### src/rtl/dmem_pkg.sv
// dmem_pkg: shared types and helpers for the banked CPU data memory.
//   state_t      - controller states (CLEAR sweeps the array to zero, RUN serves requests)
//   lanes()      - number of byte lanes in a data word
//   even_parity()- even-parity bit for one byte lane
//   *_MIN/*_MAX  - legal ranges for DW and RD_LAT, checked at elaboration
package dmem_pkg;

    typedef enum logic {
        CLEAR = 1'b0,
        RUN   = 1'b1
    } state_t;

    localparam int unsigned DW_MIN     = 8;
    localparam int unsigned DW_MAX     = 64;
    localparam int unsigned RD_LAT_MIN = 1;
    localparam int unsigned RD_LAT_MAX = 3;

    function automatic int unsigned lanes(input int unsigned dw);
        return dw / 8;
    endfunction

    // Bit that makes the total number of ones in {byte, bit} even.
    function automatic logic even_parity(input logic [7:0] b);
        return ^b;
    endfunction

endpackage

### src/rtl/dmem_rd_pipe.sv
// dmem_rd_pipe: LAT-deep shift pipeline carrying read valid/data/err.
//   clk, rst              - clock, synchronous active-high flush
//   in_valid/data/err     - read result captured at the accept edge
//   out_valid/data/err    - same result, LAT edges later
// Data and err are zeroed in empty slots so the output data is 0 when invalid.
module dmem_rd_pipe
    import dmem_pkg::*;
#(
    parameter int unsigned DW  = 8,
    parameter int unsigned LAT = 1
) (
    input  logic          clk,
    input  logic          rst,
    input  logic          in_valid,
    input  logic [DW-1:0] in_data,
    input  logic          in_err,
    output logic          out_valid,
    output logic [DW-1:0] out_data,
    output logic          out_err
);

    if (LAT < RD_LAT_MIN || LAT > RD_LAT_MAX) begin : g_bad_lat
        $error("dmem_rd_pipe: LAT outside legal range");
    end

    logic          valid_q [LAT];
    logic [DW-1:0] data_q  [LAT];
    logic          err_q   [LAT];

    always_ff @(posedge clk) begin
        if (rst) begin
            for (int unsigned i = 0; i < LAT; i++) begin
                valid_q[i] <= 1'b0;
                data_q[i]  <= '0;
                err_q[i]   <= 1'b0;
            end
        end else begin
            valid_q[0] <= in_valid;
            data_q[0]  <= in_valid ? in_data : '0;
            err_q[0]   <= in_valid & in_err;
            for (int unsigned i = 1; i < LAT; i++) begin
                valid_q[i] <= valid_q[i-1];
                data_q[i]  <= data_q[i-1];
                err_q[i]   <= err_q[i-1];
            end
        end
    end

    assign out_valid = valid_q[LAT-1];
    assign out_data  = data_q[LAT-1];
    assign out_err   = err_q[LAT-1];

endmodule

### src/rtl/dmem_banked.sv
// dmem_banked: parametrised CPU data memory with byte strobes, valid/ready
// request port, pipelined reads and a post-reset clear sequencer.
//   clk, rst     - clock, synchronous active-high reset
//   req_*        - request port (valid/ready, we, addr, wdata, be)
//   rsp_valid    - one-cycle pulse per read, RD_LAT cycles after accept
//   rsp_rdata    - read data, 0 when rsp_valid is low
//   rsp_err      - out-of-range (or parity) error, qualified by rsp_valid
//   init_done    - high once the clear sweep has finished
// Optional macro DMEM_PARITY_EN: store an even-parity bit per byte lane and
// flag lane mismatches on reads through rsp_err.
module dmem_banked
    import dmem_pkg::*;
#(
    parameter int unsigned DW           = 8,
    parameter int unsigned AW           = 8,
    parameter int unsigned DEPTH        = 256,
    parameter int unsigned RD_LAT       = 1,
    parameter int unsigned CLEAR_ON_RST = 1
) (
    input  logic            clk,
    input  logic            rst,
    input  logic            req_valid,
    output logic            req_ready,
    input  logic            req_we,
    input  logic [AW-1:0]   req_addr,
    input  logic [DW-1:0]   req_wdata,
    input  logic [DW/8-1:0] req_be,
    output logic            rsp_valid,
    output logic [DW-1:0]   rsp_rdata,
    output logic            rsp_err,
    output logic            init_done
);

    localparam int unsigned NL   = lanes(DW);
    localparam logic [AW-1:0] LAST = AW'(DEPTH - 1);

    if (DW < DW_MIN || DW > DW_MAX || (DW % 8) != 0) begin : g_bad_dw
        $error("dmem_banked: DW outside legal range");
    end
    if (DEPTH < 1 || 64'(DEPTH) > (64'd1 << AW)) begin : g_bad_depth
        $error("dmem_banked: DEPTH outside legal range");
    end

    state_t        state, state_nxt;
    logic [AW-1:0] clr_cnt;
    logic          clr_we;
    logic          accept, in_range, wr_en, rd_en;
    logic [AW-1:0] rd_idx;
    logic [DW-1:0] rd_data;
    logic          par_err;
    logic          pipe_valid, pipe_err;
    logic [DW-1:0] pipe_data;

    logic [DW-1:0] mem [DEPTH];

    // ---------------- controller: state register ----------------
    always_ff @(posedge clk) begin
        if (rst) begin
            state   <= CLEAR;
            clr_cnt <= '0;
        end else begin
            state <= state_nxt;
            if (state == CLEAR) clr_cnt <= clr_cnt + 1'b1;
        end
    end

    // ---------------- controller: next state ----------------
    always_comb begin
        state_nxt = state;
        case (state)
            CLEAR:   if (CLEAR_ON_RST == 0 || clr_cnt == LAST) state_nxt = RUN;
            RUN:     state_nxt = RUN;
            default: state_nxt = CLEAR;
        endcase
    end

    // ---------------- controller: outputs ----------------
    // rst gates everything combinationally so the port reads idle during reset
    // even when the registered state is still RUN.
    always_comb begin
        req_ready = 1'b0;
        init_done = 1'b0;
        clr_we    = 1'b0;
        if (!rst) begin
            case (state)
                CLEAR:   clr_we = (CLEAR_ON_RST != 0);
                RUN: begin
                    req_ready = 1'b1;
                    init_done = 1'b1;
                end
                default: ;
            endcase
        end
    end

    // ---------------- request decode ----------------
    if (64'(DEPTH) == (64'd1 << AW)) begin : g_full_range
        assign in_range = 1'b1;
    end else begin : g_part_range
        assign in_range = (req_addr < AW'(DEPTH));
    end

    assign accept = req_valid & req_ready;
    assign wr_en  = accept & req_we & in_range;
    assign rd_en  = accept & ~req_we;
    assign rd_idx = in_range ? req_addr : '0;

    // ---------------- array and write lanes ----------------
    always_ff @(posedge clk) begin
        if (clr_we) begin
            mem[clr_cnt] <= '0;
        end else if (wr_en) begin
            for (int unsigned k = 0; k < NL; k++) begin
                if (req_be[k]) mem[req_addr][8*k +: 8] <= req_wdata[8*k +: 8];
            end
        end
    end

    assign rd_data = in_range ? mem[rd_idx] : '0;

`ifdef DMEM_PARITY_EN
    logic [NL-1:0] par [DEPTH];

    always_ff @(posedge clk) begin
        if (clr_we) begin
            par[clr_cnt] <= '0;
        end else if (wr_en) begin
            for (int unsigned k = 0; k < NL; k++) begin
                if (req_be[k]) par[req_addr][k] <= even_parity(req_wdata[8*k +: 8]);
            end
        end
    end

    always_comb begin
        par_err = 1'b0;
        if (in_range) begin
            for (int unsigned k = 0; k < NL; k++) begin
                if (even_parity(mem[rd_idx][8*k +: 8]) != par[rd_idx][k]) par_err = 1'b1;
            end
        end
    end
`else
    assign par_err = 1'b0;
`endif

    // ---------------- read pipeline ----------------
    dmem_rd_pipe #(
        .DW  (DW),
        .LAT (RD_LAT)
    ) u_rd_pipe (
        .clk       (clk),
        .rst       (rst),
        .in_valid  (rd_en),
        .in_data   (rd_data),
        .in_err    (~in_range | par_err),
        .out_valid (pipe_valid),
        .out_data  (pipe_data),
        .out_err   (pipe_err)
    );

    assign rsp_valid = pipe_valid & ~rst;
    assign rsp_rdata = rsp_valid ? pipe_data : '0;
    assign rsp_err   = rsp_valid & pipe_err;

endmodule

### config.mk
export PLATFORM = sky130hd
export DESIGN_NAME = dmem_banked
export DESIGN_NICKNAME = d
export VERILOG_FILES = /design/src/rtl/dmem_pkg.sv /design/src/rtl/dmem_rd_pipe.sv /design/src/rtl/dmem_banked.sv
export SDC_FILE = /design/constraint.sdc
export NUM_CORES = 2
export LEC_CHECK = 0
export BUFFER_PORTS_ARGS = -buffer_cell sky130_fd_sc_hd__buf_2
export CORE_AREA = 2 2 431 433
export CTS_BUF_LIST = sky130_fd_sc_hd__clkbuf_8
export DETAILED_ROUTE_END_ITERATION = 10
export DIE_AREA = 0 0 433 435
export GPL_TIMING_DRIVEN = 0
export PLACE_DENSITY_LB_ADDON = 0.25
export SETUP_SLACK_MARGIN = 0.1
export SLEW_MARGIN = 20
export SYNTH_ARGS = -nofsm -noshare
export SYNTH_HDL_FRONTEND = slang
export SYNTH_SLANG_ARGS = --single-unit
### constraint.sdc
create_clock -name clk -period 5.45 [get_ports clk]
set_input_delay 0.8175 -clock clk [delete_from_list [all_inputs] [get_ports clk]]
set_output_delay 0.8175 -clock clk [all_outputs]
set_load 0.05 [all_outputs]
==> flow_summary.json <==
{
  "outcome": "complete, but fails checks",
  "violations": "setup timing",
  "syn-num-nets": 4137,
  "wl_um": 319000,
  "synth_cell_types": 78,
  "dp_hpwl_um": 218000,
  "drv_cap": 0,
  "hold_buffers": 0,
  "grt_antenna_before_repair": 29,
  "via_count": 48000,
  "hp-class": "in2reg",
  "die_y_um": 435,
  "path_common_cell": "buf_2",
  "arrival_ns": 6.34,
  "min_period_ns": 5.49,
  "rsz0062_at_grt": "no",
  "clk_pin_slew_ns": 0.06,
  "postSynth.asyncResetShare": 0,
  "initial_core_util": 0.446,
  "fin_crit_sh": 1.01,
  "synth_edf_count": 2048,
  "final_common_cell": "edfxtp_1",
  "numCtsBuffers": 360,
  "ir_drop_mv": 0.286,
  "worst_slack_ns": -0.0415,
  "crit_type": "in2reg",
  "final_max_slew_viol_count": 0,
  "cp_cell_sequence": "buf_2 -> buf_2 -> buf_4 -> buf_2 -> buf_2 -> nand2_1 -> and3_1 -> nor4_1 -> o2111ai_1 -> o32ai_2",
  "htree_levels": 5,
  "synth_warnings": 0,
  "cpPeakStageDelay_ns": 1.17,
  "max-slew-margin-rel": 0.0581,
  "grt_pass1_vias": 45100,
  "gp_congestion": 1.09,
  "die_w_um": 433,
  "cp_max_fo": 11,
  "viasPerCell": 6.59,
  "wl_per_cell_um": 43.8,
  "synth_ff_type": "edfxtp_1",
  "setup_viol_count_final": 1,
  "slowest_stage": "nor4_1",
  "drc_errors": 0,
  "hold_viol_final": 0,
  "worstPathRequired_ns": 6.30,
  "fin_nets": 4574,
  "synth.ff_latch_count": 2066,
  "setup.worst_path.end_class": "register",
  "netlist_instances": 4115,
  "postRouteAntennaNets": 0,
  "maxClockFrequency_mhz": 182,
  "worst-slew-pin-transition_ns": 1.40,
  "grt_max_degree": 71,
  "core-area_um2": 184000,
  "area_delta_synth_final_pct": 13.2,
  "synth_seq_area_share": 0.753,
  "grt_pass1_wl_um": 414000,
  "path_buf_inv": 5,
  "power_density_nw_per_um2": 344,
  "ctsResizeCount": 0,
  "cts_tree": "done",
  "synth.cell_area_um2": 82200,
  "post-cts-setup-buffers": 0,
  "grt_overflow": 0,
  "drtPass1Iterations": 6,
  "drt-initial-drc-count": 8903,
  "layout_common_cells": "edfxtp_1, clkbuf_8, nor2_1, mux2i_1, mux4_2",
  "cts_root_buf": "clkbuf_8",
  "cellLeakagePower_nw": 34.3,
  "pre_cts_ws_ns": -0.398,
  "grt.total_usage": 0.337,
  "startpoint_type": "input port",
  "die-area_um2": 188000,
  "drive_gt1_frac": 0.228,
  "synth_largest_area_cell": "edfxtp_1",
  "row_count": 158,
  "crit_family": "buffers and inverters",
  "power_mw": 32.0,
  "synth.top_cell.area_share": 0.748,
  "synthTopCellsByArea": "edfxtp_1, mux4_2, mux2i_1",
  "ctsLongestPathBuffers": 4,
  "insertion_delay_ns": 1.10,
  "io_buffers": 30,
  "avgSynthCellArea_um2": 20.0,
  "ios": 33,
  "cts.sinks": 2066,
  "finClkSkew_ns": 0.0535
}
==> cells in the mapped netlist (all sizes together) (11+ instances only) <==
master,instances
edfxtp,2048
a22oi,24
nor4,22
nor2,318
nor3,58
a221oi,11
or2,18
a21oi,55
mux2i,292
o221ai,80
mux4,377
o22ai,69
dfxtp,18
a31oi,23
and3,12
buf,193
and2,39
or3,27
clkbuf,61
o21ai,55
nand2,115
nand4,24
a211oi,33
mux2,22
nand3,25
==> worst reg2reg max path, cell delays in order (launching register included) <==
cell and delay (ns):
dfxtp_1 0.31, buf_4 0.16, nor2b_4 0.17, and4_1 0.22, buf_4 0.18, buf_6 0.17
a31oi_1 0.35, or3_1 0.69, buf_2 0.52, nor2_1 0.97
==> routing by layer <==
layer	wire length, um	track usage	up-vias
met1	117000	0.451	25100
li1	-	-	18000
met5	385	0	-
met4	21600	0.194	36
met2	135000	0.471	4004
met3	45200	0.126	869
==> cell type report <==
type,count,area [um2]
Buffer,257,2150
Inverter,4,15.0
Antenna cell,12,30.0
Timing Repair Buffer,75,1220
Fill cell,15000,91000
Sequential cell,2066,61900
Multi-Input combinational cell,1788,18300
Tap cell,2480,3100
Clock inverter,237,1230
Clock buffer,368,5060
==> stage by stage <==
step	instances	util	hold slack (ns)	area [um2]	TNS, ns
after floorplan	4115	-	0.527	82200	0
after global placement	6625	0.464	0.580	85400	-2304.50
after detailed placement	6669	0.471	0.593	86600	-1.06
after CTS	7274	0.505	0.198	92900	0
after global routing	7279	0.505	0.232	93000	0
final	7287	0.505	0.245	93000	-0.0415
==> final timing paths <==
kind                                   start                     end  slack, ns  cells after the start
worst max register to register         state              mem[73][1]       1.31                      9
worst min-delay path            req_wdata[7]             mem[112][7]       0.25                      2
worst min register to register    clr_cnt[0]              clr_cnt[0]       0.60                      2
worst max-delay path             req_addr[1]  u_rd_pipe.data_q[0][0]      -0.04                     10
==> registers in the layout, indices dropped and copies added (netlist names) <==
register / count
mem: 2048
clr_cnt: 8
u_rd_pipe.data_q: 8
state: 1
u_rd_pipe.valid_q: 1
==> where the power goes <==
group / total, mW / leakage [nW] / switching (mW) / internal, mW
registers: 17.2 / 22.5 / 0.00462 / 17.2
clock network: 13.1 / 3.66 / 6.36 / 6.72
logic: 1.73 / 8.17 / 1.26 / 0.470
total: 32.0 / 34.3 / 7.63 / 24.4
==> cell families after synthesis <==
| kind of cell | after synthesis | share of synthesized area |
|---|---|---|
| mux | 691 | 0.147 |
| simple gates | 700 | 0.0401 |
| other cells | 1 | 0.0000456 |
| xor+xnor | 6 | 0.000639 |
| compound gates | 389 | 0.0337 |
| fa+ha+maj | 1 | 0.000152 |
| flops | 2066 | 0.753 |
| buf+inv | 261 | 0.0259 |
(Power assumes the default switching activity.)
